--- src/rtl/pulse_meas_pkg.sv ---
// rtl/pulse_meas_pkg.sv - shared types and helpers for the pulse width meter
package pulse_meas_pkg;

    typedef enum logic [1:0] {
        IDLE      = 2'd0,
        ARMED     = 2'd1,
        MEAS_HIGH = 2'd2,
        MEAS_LOW  = 2'd3
    } meas_state_t;

    // All-ones value of a w-bit counter, usable for any counter width up to 32
    function automatic logic [31:0] SAT_VAL(input int unsigned w);
        if (w >= 32)
            SAT_VAL = '1;
        else
            SAT_VAL = (32'd1 << w) - 32'd1;
    endfunction

endpackage

--- src/rtl/sync_edge_detect.sv ---
// rtl/sync_edge_detect.sv - multi-stage synchroniser with rise/fall detection
module sync_edge_detect #(
    parameter int STAGES = 2
) (
    input  logic clk,
    input  logic reset_n,
    input  logic d,
    output logic s_cur,
    output logic s_prev,
    output logic rise,
    output logic fall,
    output logic primed
);

    logic [STAGES-1:0] sync_q;
    logic [STAGES-1:0] fill_q;

    // Synchroniser chain, one-cycle history, and a fill marker that shows when
    // s_cur reflects the real input rather than the reset value of the chain
    always_ff @(posedge clk or negedge reset_n) begin
        if (!reset_n) begin
            sync_q <= '0;
            s_prev <= 1'b0;
            fill_q <= '0;
        end else begin
            sync_q <= {sync_q[STAGES-2:0], d};
            s_prev <= s_cur;
            fill_q <= {fill_q[STAGES-2:0], 1'b1};
        end
    end

    // Edge decode from the synchronised level and its one-cycle history
    always_comb begin
        s_cur  = sync_q[STAGES-1];
        rise   = s_cur & ~s_prev;
        fall   = ~s_cur & s_prev;
        primed = fill_q[STAGES-1];
    end

endmodule

--- src/rtl/pulse_width_meter.sv ---
// rtl/pulse_width_meter.sv - measures high/low/period of a pulse train in clk cycles
module pulse_width_meter
    import pulse_meas_pkg::*;
#(
    parameter int CNT_W       = 16,
    parameter int SYNC_STAGES = 2
) (
    input  logic             clk,
    input  logic             reset_n,
    input  logic             clear,
    input  logic             pulse_in,
    output logic [CNT_W-1:0] on_count,
    output logic [CNT_W-1:0] off_count,
    output logic [CNT_W:0]   period,
    output logic             meas_valid,
    output logic             overflow,
    output logic             busy
);

    localparam logic [31:0]      SAT_FULL = SAT_VAL(CNT_W);
    localparam logic [CNT_W-1:0] SAT      = SAT_FULL[CNT_W-1:0];

    meas_state_t      state, next_state;
    logic [CNT_W-1:0] run_cnt;
    logic [CNT_W-1:0] hi_lat;
    logic             s_cur, s_prev, rise, fall, primed;
    logic             any_edge;
    logic             latch_hi;
    logic             report;

    sync_edge_detect #(
        .STAGES (SYNC_STAGES)
    ) u_sync (
        .clk     (clk),
        .reset_n (reset_n),
        .d       (pulse_in),
        .s_cur   (s_cur),
        .s_prev  (s_prev),
        .rise    (rise),
        .fall    (fall),
        .primed  (primed)
    );

    assign any_edge = rise | fall;

    // State register; clear restarts the measurement from IDLE
    always_ff @(posedge clk or negedge reset_n) begin
        if (!reset_n)
            state <= IDLE;
        else if (clear)
            state <= IDLE;
        else
            state <= next_state;
    end

    // Next state: IDLE waits for a genuine low so a partial high phase is never measured
    always_comb begin
        next_state = state;
        unique case (state)
            IDLE:      if (primed && !s_cur) next_state = ARMED;
            ARMED:     if (rise)             next_state = MEAS_HIGH;
            MEAS_HIGH: if (fall)             next_state = MEAS_LOW;
            MEAS_LOW:  if (rise)             next_state = MEAS_HIGH;
            default:                         next_state = IDLE;
        endcase
    end

    // Per-state actions: capture the high run, or report a completed cycle
    always_comb begin
        busy     = (state == MEAS_HIGH) || (state == MEAS_LOW);
        latch_hi = (state == MEAS_HIGH) && fall;
        report   = (state == MEAS_LOW) && rise;
    end

    // Run-length counter restarted on every edge, saturating at all-ones
    always_ff @(posedge clk or negedge reset_n) begin
        if (!reset_n)
            run_cnt <= '0;
        else if (clear)
            run_cnt <= '0;
        else if (any_edge)
            run_cnt <= CNT_W'(1);
        else if (run_cnt != SAT)
            run_cnt <= run_cnt + CNT_W'(1);
    end

    // Sticky overflow when a measured run reaches saturation
    always_ff @(posedge clk or negedge reset_n) begin
        if (!reset_n)
            overflow <= 1'b0;
        else if (clear)
            overflow <= 1'b0;
        else if (busy && !any_edge && (run_cnt == SAT - CNT_W'(1)))
            overflow <= 1'b1;
    end

    // Holds the high-phase length until the closing rise reports it
    always_ff @(posedge clk or negedge reset_n) begin
        if (!reset_n)
            hi_lat <= '0;
        else if (clear)
            hi_lat <= '0;
        else if (latch_hi)
            hi_lat <= run_cnt;
    end

    // Registered results and one-cycle valid strobe
    always_ff @(posedge clk or negedge reset_n) begin
        if (!reset_n) begin
            on_count   <= '0;
            off_count  <= '0;
            period     <= '0;
            meas_valid <= 1'b0;
        end else if (clear) begin
            on_count   <= '0;
            off_count  <= '0;
            period     <= '0;
            meas_valid <= 1'b0;
        end else begin
            meas_valid <= report;
            if (report) begin
                on_count  <= hi_lat;
                off_count <= run_cnt;
                period    <= {1'b0, hi_lat} + {1'b0, run_cnt};
            end
        end
    end

endmodule

--- config.mk ---
export PLATFORM = sky130hd
export DESIGN_NAME = pulse_width_meter
export DESIGN_NICKNAME = d
export VERILOG_FILES = /design/src/rtl/pulse_meas_pkg.sv /design/src/rtl/sync_edge_detect.sv /design/src/rtl/pulse_width_meter.sv
export SDC_FILE = /design/constraint.sdc
export NUM_CORES = 1
export LEC_CHECK = 0
export BUFFER_PORTS_ARGS = -buffer_cell sky130_fd_sc_hd__buf_2
export CORE_ASPECT_RATIO = 1.1
export CORE_MARGIN = 4
export CORE_UTILIZATION = 25
export DETAILED_ROUTE_END_ITERATION = 16
export PLACE_DENSITY = 0.4
export SLEW_MARGIN = 20
export SYNTH_ARGS = -nofsm -noshare
export SYNTH_HDL_FRONTEND = slang
export SYNTH_SLANG_ARGS = --single-unit
--- constraint.sdc ---
create_clock -name clk -period 2.7 [get_ports clk]
set_input_delay 0.27 -clock clk [delete_from_list [all_inputs] [get_ports clk]]
set_output_delay 0.27 -clock clk [all_outputs]
set_load 0.1 [all_outputs]
==> flow_metrics.py <==
metrics = {
    "outcome": {
        "status": "finished, final reports clean",
    },
    "synthesis": {
        "ys_dominant_reg_cell": "dfrtp_1",
        "synth_area_leaders": "dfrtp_1 53%, a22o_1 9.6%, ha_1 5.9%",
        "synth_edf_count": 0,
        "synth.ff_latch_count": 90,
        "synth_cells": 385,
        "yosysSeqAreaShare_pct": 53.5,
        "synth_top_area_share_pct": 53.5,
        "async_reset_ff_share_pct": 100,
        "synth.most_common_cell": "dfrtp_1",
        "synth_top_area_cell": "dfrtp_1",
        "avgSynthCellArea_um2": 10.9,
        "synthTopCellsByCount": "90 x dfrtp_1, 46 x a22o_1, 33 x nand2_1",
        "syn_nets": 410,
        "synth_area_um2": 4210,
        "synth_warnings": 0,
        "ys_types": 51,
    },
    "worst_setup_path": {
        "reg2regPathDepth": 9,
        "reg2reg_from": "run_cnt[0]",
        "cp-startpoint": "run_cnt[0]",
        "crit_fanout": 6,
        "r2r_slack_ps": 310,
        "critPathArrivalTime_ps": 2620,
        "required_ps": 2930,
        "critPathKind": "reg -> reg",
        "critPathLaunchType": "flop",
        "reg2reg_to": "period[16]",
        "end_kind": "flop",
    },
    "global_routing": {
        "track_usage_pct": 12.7,
        "grt_max_degree": 66,
        "grt_pass1_vias": 3399,
        "antenna_found_initial": 0,
        "gr-total-overflow": 0,
        "grt_pass1_wl_mm": 19.0,
    },
    "cts": {
        "cts_resized": 0,
        "cts_hold_buf": 0,
        "cts-root-buf": "clkbuf_16",
        "cts_buffers": 9,
        "cts_buffer_depth": 2,
        "h-tree-depth": 3,
        "tritoncts": "yes",
        "insertion_delay_ps": 350,
        "clkSlewWorstSetupHoldPaths_ps": 60,
        "cts_post_setup_buffers_inserted": 0,
        "clock_sinks": 90,
    },
    "sta": {
        "hold_viol": 0,
        "setup_viol": 0,
        "setup_slack_ps": 309,
        "rsz0062_at_grt": "false",
        "finalMaxSlewViolations": 0,
        "tightest_slew_ps": 888,
        "fmax_ghz": 0.418,
        "timing.setup.tns_ps": 0,
        "finClkSkew_ps": 6.97,
        "period_minus_slack_ps": 2390,
        "fin_crit_sh_pct": 88.5,
        "maxSlewHeadroom_pct": 40.8,
    },
    "detailed_routing": {
        "ant_nets": 0,
        "drcViolationCount": 0,
        "drt_iter0_drc": 122,
        "wl_per_cell_um": 17.5,
        "vias_per_cell": 4.85,
        "wirelength_mm": 11.5,
        "via_count": 3179,
        "drt-pass1-iter-count": 4,
    },
    "final_layout": {
        "fin_area_um2": 5110,
        "seq_area_um2": 2250,
        "multi_input_area_um2": 1850,
        "utilization_pct": 31.1,
        "nFillCells": 1692,
        "drive_gt1_share_pct": 20.6,
        "final_nets": 471,
        "num_antenna_cells": 0,
        "syn_to_final_growth_pct": 21.3,
    },
    "die": {
        "die_y_um": 144,
        "start_util_pct": 25.6,
        "fp-row-count": 49,
        "die_w_um": 132,
        "core_area_um2": 16400,
        "die_area_um2": 19000,
        "io-pin-count": 56,
    },
    "place": {
        "dpl_cell_area_um2": 4790,
        "dp_slack_ps": 319,
        "gp_congestion": 0.779,
        "dp_hpwl_mm": 8.21,
        "port_buffers": 55,
    },
    "power": {
        "p_leak_uw": 0.00245,
        "power_uw": 2830,
        "ir_drop_uv": 275,
        "pwr_density_cell_nw_per_um2": 555,
    },
    "flow_run": {
        "maxCapViolations": 0,
    },
    "min_path": {
        "hold_class": "in -> async",
    },
}
## cells by family (layout without fill, tap and decap cells)
kind of cell / after synthesis / in the layout / share of synthesized area (%)
compound gates: 118 / 118 / 20.1
simple gates: 101 / 101 / 12.1
flops: 90 / 90 / 53.5
buf+inv: 31 / 97 / 2.94
xor+xnor: 22 / 22 / 4.58
fa+ha+maj: 21 / 21 / 6.42
other cells: 1 / 1 / 0.0890
mux: 1 / 1 / 0.267
## critical path, cell delays in order, from the launching register on
cell and delay (ps):
dfrtp_1 440, ha_1 250, inv_1 70, fa_1 200
nor2b_1 80, o31ai_2 290, nand3b_1 200, a31oi_1 300
o211ai_1 120, a221o_1 330
## metal layers
metal	global-route usage, %	share of wire [%]
met1	17.3	50
met2	20.1	44
met3	2.37	3.9
met4	5.47	1.8
met5	0	0
## how the worst max path moves through the flow
stage | end | depth (start not counted)
after floorplan | period[16] | 9
after global placement | period[16] | 9
after detailed placement | period[16] | 9
after CTS | period[16] | 9
after global routing | period[16] | 9
final | period[16] | 9
## layout by cell type (no fill, tap or decap), types with 2 or more instances in the layout
master,synthesis,routed
nand3_1,8,8
nand3b_1,4,4
a22o_1,46,46
or3_1,2,2
nor3_1,2,2
buf_4,1,15
clkinvlp_4,0,2
o21a_1,2,2
o21ai_1,3,3
a21oi_1,14,14
xor2_1,15,15
o211ai_1,3,3
dfrtp_1,90,90
ha_1,20,20
nand2b_1,2,2
inv_1,11,11
xnor2_1,7,7
clkbuf_16,0,9
nor2b_1,4,4
o21bai_1,2,2
buf_2,3,54
bufinv_16,0,2
nand2_1,33,33
a31oi_1,5,4
o21ai_0,29,29
a211oi_1,2,2
clkbuf_1,14,2
and4_1,2,2
a221oi_1,2,2
nor2_1,29,29
nand4_1,6,6
a41oi_1,2,2
## stage by stage
stage | hold slack, ps | std cells
finish | 25.2 | 655
global route | 12.6 | 655
CTS | 11.7 | 655
detailed placement | 340 | 639
global placement | 336 | 639
floorplan | -25.6 | 385
## power breakdown
group	internal [uW]	leakage [uW]	switching (uW)	total (uW)
registers	1360	0.00124	10.4	1370
logic	20.3	0.00106	75.6	95.9
clock network	837	0.000149	533	1370
total	2210	0.00245	619	2830
## sequential cells by signal (all words and copies together) (netlist names)
register       flops
overflow           1
u_sync.s_prev      1
hi_lat            16
off_count         16
u_sync.sync_q      2
state              2
on_count          16
meas_valid         1
period            17
u_sync.fill_q      2
run_cnt           16
## area by class of cell
class / instances / share of cell area, %
Clock buffer: 12 / 4.83
Tap cell: 204 / 5.00
Clock inverter: 4 / 1.47
Inverter: 12 / 0.882
Timing Repair Buffer: 69 / 7.50
Sequential cell: 90 / 44.1
Multi-Input combinational cell: 264 / 36.2
(Power assumes the default switching activity.)
